===== config.mk =====
export PLATFORM = sky130hd
export DESIGN_NAME = irrigation_sequencer
export DESIGN_NICKNAME = d
export VERILOG_FILES = /design/src/rtl/irrigation_pkg.sv /design/src/rtl/irrigation_phase_timer.sv /design/src/rtl/irrigation_sequencer.sv
export SDC_FILE = /design/constraint.sdc
export NUM_CORES = 1
export LEC_CHECK = 0
export CORE_UTILIZATION = 45
export DETAILED_ROUTE_END_ITERATION = 7
export HOLD_SLACK_MARGIN = 0.15
export PLACE_DENSITY = 0.8
export RECOVER_POWER = 100
export SYNTH_ARGS = -nofsm -noshare
export SYNTH_HDL_FRONTEND = slang
export SYNTH_SLANG_ARGS = --single-unit
export TNS_END_PERCENT = 1

===== constraint.sdc =====
create_clock -name clock -period 3.6 [get_ports clock]
set_clock_uncertainty 0.1 [all_clocks]
set_input_delay 0.36 -clock clock [delete_from_list [all_inputs] [get_ports clock]]
set_output_delay 0.36 -clock clock [all_outputs]
set_load 0.03 [all_outputs]

===== src/rtl/irrigation_pkg.sv =====
// Shared types and output codes for the irrigation controller: sequencer states,
// valve-mode and cleaning-mode encodings used by the clock selector and display.
package irrigation_pkg;

    typedef enum logic [2:0] {
        S_IDLE  = 3'd0,
        S_FILL  = 3'd1,
        S_DRIP  = 3'd2,
        S_SPRAY = 3'd3,
        S_DRAIN = 3'd4,
        S_FLUSH = 3'd5,
        S_ERROR = 3'd6
    } state_t;

    localparam logic [1:0] REGA_OFF      = 2'b00;
    localparam logic [1:0] REGA_DRIP     = 2'b01;
    localparam logic [1:0] REGA_SPRAY    = 2'b10;

    localparam logic [1:0] LIMPEZA_OFF   = 2'b00;
    localparam logic [1:0] LIMPEZA_DRAIN = 2'b10;
    localparam logic [1:0] LIMPEZA_FLUSH = 2'b11;

    function automatic int max_int(input int a, input int b);
        return (a > b) ? a : b;
    endfunction

endpackage


===== src/rtl/irrigation_phase_timer.sv =====
// Slow-tick dwell counter: cleared on state change, advanced by tick, and
// flags the tick that completes a dwell of `limit` ticks.
module phase_timer #(
    parameter int W = 4
) (
    input  logic         clock,
    input  logic         reset,
    input  logic         clr,
    input  logic         en,
    input  logic [W-1:0] limit,
    output logic         done
);

    logic [W-1:0] count;

    always_ff @(posedge clock) begin
        if (reset || clr)
            count <= '0;
        else if (en)
            count <= count + 1'b1;
    end

    assign done = en && (count == limit - 1'b1);

endmodule


===== src/rtl/irrigation_sequencer.sv =====
// Irrigation mode sequencer: tank fill, drip/sprinkler runs, two-phase cleaning
// and sensor-fault handling. Optional macro FILL_TIMEOUT_EN bounds the FILL dwell.
module irrigation_sequencer
    import irrigation_pkg::*;
#(
    parameter int DRIP_TICKS   = 8,
    parameter int SPRAY_TICKS  = 4,
    parameter int DRAIN_TICKS  = 3,
    parameter int FLUSH_TICKS  = 2,
    parameter int CLEAN_EVERY  = 4,
    parameter int FILL_TIMEOUT = 16
) (
    input  logic       clock,
    input  logic       reset,
    input  logic       tick,
    input  logic       nivel_l,
    input  logic       nivel_m,
    input  logic       nivel_h,
    input  logic       seco,
    input  logic       temp_alta,
    input  logic       limpeza_req,
    input  logic       erro_ack,
    output logic [1:0] rega,
    output logic [1:0] limpeza,
    output logic       erro,
    output logic       VE,
    output logic [2:0] estado
);

    localparam int MAX_TICKS = max_int(max_int(DRIP_TICKS, SPRAY_TICKS),
                                       max_int(max_int(DRAIN_TICKS, FLUSH_TICKS), FILL_TIMEOUT));
    localparam int TW = $clog2(MAX_TICKS) + 1;
    localparam int RW = $clog2(CLEAN_EVERY + 1);

    state_t          state, state_nxt;
    logic [RW-1:0]   runs;
    logic            pending;
    logic            fault;
    logic [TW-1:0]   limit;
    logic            done;
    logic            run_exit;
    logic            clean_done;

    // Level marks must be monotonic: a higher mark without the one below is a bad sensor.
    assign fault = (nivel_h && !nivel_m) || (nivel_m && !nivel_l);

    always_comb begin
        case (state)
            S_DRIP:  limit = TW'(DRIP_TICKS);
            S_SPRAY: limit = TW'(SPRAY_TICKS);
            S_DRAIN: limit = TW'(DRAIN_TICKS);
            S_FLUSH: limit = TW'(FLUSH_TICKS);
            default: limit = TW'(FILL_TIMEOUT);
        endcase
    end

    phase_timer #(.W(TW)) u_timer (
        .clock (clock),
        .reset (reset),
        .clr   (state_nxt != state),
        .en    (tick),
        .limit (limit),
        .done  (done)
    );

    always_ff @(posedge clock) begin
        if (reset)
            state <= S_IDLE;
        else
            state <= state_nxt;
    end

    always_comb begin
        state_nxt  = state;
        run_exit   = 1'b0;
        clean_done = 1'b0;
        rega       = REGA_OFF;
        limpeza    = LIMPEZA_OFF;
        erro       = 1'b0;
        VE         = 1'b0;

        case (state)
            S_IDLE: begin
                if (pending || runs == RW'(CLEAN_EVERY)) state_nxt = S_DRAIN;
                else if (!nivel_l)                       state_nxt = S_FILL;
                else if (seco && temp_alta)              state_nxt = S_SPRAY;
                else if (seco)                           state_nxt = S_DRIP;
            end
            S_FILL: begin
                VE = 1'b1;
                if (nivel_h) state_nxt = S_IDLE;
`ifdef FILL_TIMEOUT_EN
                else if (done) state_nxt = S_ERROR;
`endif
            end
            S_DRIP, S_SPRAY: begin
                rega = (state == S_DRIP) ? REGA_DRIP : REGA_SPRAY;
                if (!seco || !nivel_l || done) begin
                    state_nxt = S_IDLE;
                    run_exit  = 1'b1;
                end
            end
            S_DRAIN: begin
                limpeza = LIMPEZA_DRAIN;
                if (done) state_nxt = S_FLUSH;
            end
            S_FLUSH: begin
                limpeza = LIMPEZA_FLUSH;
                VE      = 1'b1;
                if (done) begin
                    state_nxt  = S_IDLE;
                    clean_done = 1'b1;
                end
            end
            S_ERROR: begin
                erro = 1'b1;
                if (erro_ack) state_nxt = S_IDLE;
            end
            default: state_nxt = S_IDLE;
        endcase

        // A fault pre-empts every exit, so an interrupted run is not counted.
        if (fault) begin
            state_nxt  = S_ERROR;
            run_exit   = 1'b0;
            clean_done = 1'b0;
        end
    end

    always_ff @(posedge clock) begin
        if (reset) begin
            runs    <= '0;
            pending <= 1'b0;
        end else begin
            if (clean_done)
                runs <= '0;
            else if (run_exit && runs != RW'(CLEAN_EVERY))
                runs <= runs + 1'b1;

            if (clean_done)
                pending <= 1'b0;
            else if (limpeza_req && state != S_DRAIN && state != S_FLUSH)
                pending <= 1'b1;
        end
    end

    assign estado = state;

endmodule

==> results.sh <==
export IMPL_status="finished clean"
export IMPL_clkTransAtPathRegs_ps=80
export IMPL_wl_mm=2.458
export IMPL_regToRegSetupSlack_ps=390
export IMPL_fp_row_count=16
export IMPL_critPathMaxStageDelay_ps=650
export IMPL_worst_slew_pin_slew_ps=625.2
export IMPL_netlist_area_sq_mm=0.001025
export IMPL_tritoncts="yes"
export IMPL_period_minus_slack_ps=3209
export IMPL_crit_start="estado[1]$_SDFF_PP0_"
export IMPL_layout_commonest_cell="dfxtp_1"
export IMPL_hpwl_mm=1.897
export IMPL_hp_class="flop to flop"
export IMPL_htreeDepth=1
export IMPL_slew_limit_headroom_pct=58.26
export IMPL_rsz0062_at_grt="no"
export IMPL_setup_tns_ps=0
export IMPL_cpLargestDelayFamily="compound AO/OA/AOI/OAI gates"
export IMPL_r2r_end="u_timer.count[1]$_SDFFE_PP0P_"
export IMPL_cts_root_buf="clkbuf_4"
export IMPL_postSynthCellCount=124
export IMPL_drt_first_pass_iters=4
export IMPL_critPathBufInv=1
export IMPL_critPathKind="flop to flop"
export IMPL_routed_via_density=5.964
export IMPL_hp_start="runs[2]$_SDFFE_PP0P_"
export IMPL_gr_total_overflow=0
export IMPL_synth_edf_count=0
export IMPL_path_cells="inv_1 > ha_1 > and4bb_4 > xnor2_1 > o41ai_1 > a32oi_1 > o21ai_0 > nor3_1"
export IMPL_busiest_layer="met2"
export IMPL_port_buffers=18
export IMPL_syn_avg_cell_area_sq_um=8.264
export IMPL_fin_crit_sh_pct=89.14
export IMPL_drc=0
export IMPL_die_h_um=49.72
export IMPL_arrival_ps=3250
export IMPL_setup_viol=0
export IMPL_end_kind="flop"
export IMPL_grt_max_degree=21
export IMPL_critPathRequiredTime_ps=3640
export IMPL_use_met3_pct=4.012
export IMPL_dieArea_sq_mm=0.002472
export IMPL_clkSinkCount=12
export IMPL_post_cts_resized=0
export IMPL_grt_pass1_wl_mm=4.215
export IMPL_power_density_mw_per_mm2=309.5
export IMPL_ant_nets=0
export IMPL_synth_warning_count=0
export IMPL_min_to="runs[2]$_SDFFE_PP0P_"
export IMPL_num_vias=1002
export IMPL_die_w_um=49.72
export IMPL_ys_seq_area_share_pct=23.44
export IMPL_cap_viol_max_count=0
export IMPL_antenna_found_initial=0
export IMPL_drt_iter0_drc=28
export IMPL_n_antenna_cell=0
export IMPL_drive_above_1_share_pct=7.801
export IMPL_gr_usage_met1_pct=26.95
export IMPL_ys_flop_type="dfxtp_1"
export IMPL_core_sq_mm=0.002042
export IMPL_initial_core_util_pct=50.18
export IMPL_grt_usage_pct=22.08
export IMPL_worst_r2r_cell_count=8
export IMPL_cts_max_path_buffers=2
export IMPL_power_leakage_nw=0.5223
export IMPL_post_route_util_pct=60.54
export IMPL_synth_async_reset_ratio_pct=0
export IMPL_mostFrequentLayoutCells="12 x dfxtp_1, 9 x inv_1, 9 x a21oi_1, 9 x clkdlybuf4s50_1, 9 x dlygate4sd3_1"
export IMPL_hold_violations=0
export IMPL_finalMaxSlewViolations=0
export IMPL_syn2layout_area_growth_pct=20.64
export IMPL_met2_usage_pct=36.49
export IMPL_cts_setup_buffers=0
export IMPL_ctsHoldBuffers=0
export IMPL_yosysUniqueCellTypes=46
export IMPL_grt_pass1_vias=915
export IMPL_fmax_mhz=311.6
export IMPL_avgRoutedWirePerCell_um=14.63
export IMPL_syn_nets=141
export IMPL_cts_buffers=3
export IMPL_vdd_ir_drop_max_mv=0.1960
export IMPL_clock_latency_ps=280
export IMPL_cp_max_fo=16
export IMPL_start_kind="flop"
export IMPL_place_congestion=0.8517
export IMPL_yosys_register_bits=12
export IMPL_r2r_start="estado[1]$_SDFF_PP0_"
export IMPL_ioPinCount=19
export IMPL_holdPathStages=2
export IMPL_slowest_stage="dfxtp_1"
export IMPL_final_nets=159
[cells in the mapped netlist, types with 2 or more instances]
library cell	n	area [sq um]
nand2_1	7	26.28
or3_1	2	12.51
dfxtp_1	12	240.2
a21oi_1	9	45.04
nor3_1	8	40.04
nand2b_1	2	12.51
nand4_1	4	25.02
nor2b_1	2	12.51
clkbuf_1	3	11.26
o21ai_0	5	25.02
nand3b_1	2	15.01
ha_1	7	87.58
o211ai_1	2	15.01
inv_1	9	33.78
and3_1	2	12.51
xnor2_1	4	35.03
nor2_1	8	30.03
o211a_1	2	20.02
mux2i_1	2	20.02
xor2_1	6	52.55
[cell families (layout without fill, tap and decap cells)]
family                   count (synthesis)  count (layout)  synth area share [%]
AND/OR/NAND/NOR                         44              44                 25.40
AO/OA/AOI/OAI                           32              32                 22.96
buffers and inverters                   15              32                 6.470
flip-flops                              12              12                 23.44
XOR/XNOR                                11              11                 10.13
adder cells (fa/ha/maj)                  7               7                 8.547
multiplexers                             3               3                 3.053
[worst max-delay path by stage]
stage | end | slack (ps) | cells past startpoint
after floorplan | u_timer.count[0]$_SDFFE_PP0P_ | 730 | 9
after global placement | u_timer.count[1]$_SDFFE_PP0P_ | 650 | 8
after detailed placement | u_timer.count[1]$_SDFFE_PP0P_ | 500 | 8
after CTS | u_timer.count[1]$_SDFFE_PP0P_ | 490 | 8
after global routing | u_timer.count[1]$_SDFFE_PP0P_ | 180 | 8
final | u_timer.count[1]$_SDFFE_PP0P_ | 390 | 8
[registers in the layout (all words and copies together), names as in the netlist]
name	cells
u_timer.count	5
estado	3
runs	3
pending	1
[area by class of cell]
class	count	area (sq um)
clock buffer	4	36.28
inverter	9	33.78
multi-input combinational	97	704.4
sequential	12	240.2
fill	196	805.8
timing repair buffer	19	187.7
tap	27	33.78
[report_power, final]
part / total (mW) / internal, mW / leakage [nW] / switching [mW]
registers: 0.147 / 0.138 / 0.0978 / 0.00928
logic: 0.125 / 0.0524 / 0.404 / 0.0727
clock network: 0.110 / 0.0616 / 0.0210 / 0.0487
total: 0.383 / 0.252 / 0.522 / 0.131
[routing by layer]
metal	part of all wire, %	wire [um]	vias to the layer above
met1	43	1054	462
li1	-	-	491
met3	6.6	163	9
met5	0	0	-
met2	47	1165	40
met4	3.0	73	0
[per-stage QoR]
stage	setup slack [ps]	hold slack (ps)	area, sq um	power, mW	instances
2_1_floorplan	727.0	329.1	1025	0.2388	124
3_3_place_gp	649.3	380.7	1214	0.2737	164
3_5_place_dp	503.4	395.1	1214	0.2776	164
4_1_cts	487.3	414.8	1250	0.3880	168
5_1_grt	178.1	446.0	1236	0.4048	168
6_report	391.1	408.9	1236	0.3826	168
[worst register-to-register path: cells and delay by family (launching register included)]
kind / cells / cell delay (ps)
and+or+nand+nor: 2 / 350
DFF: 1 / 650
adders and majority gates: 1 / 400
AOI/OAI and AO/OA: 3 / 1130
xor gates and xnor gates: 1 / 210
buffers and inverters: 1 / 240
Note: power is estimated with default switching activity, not from simulation.
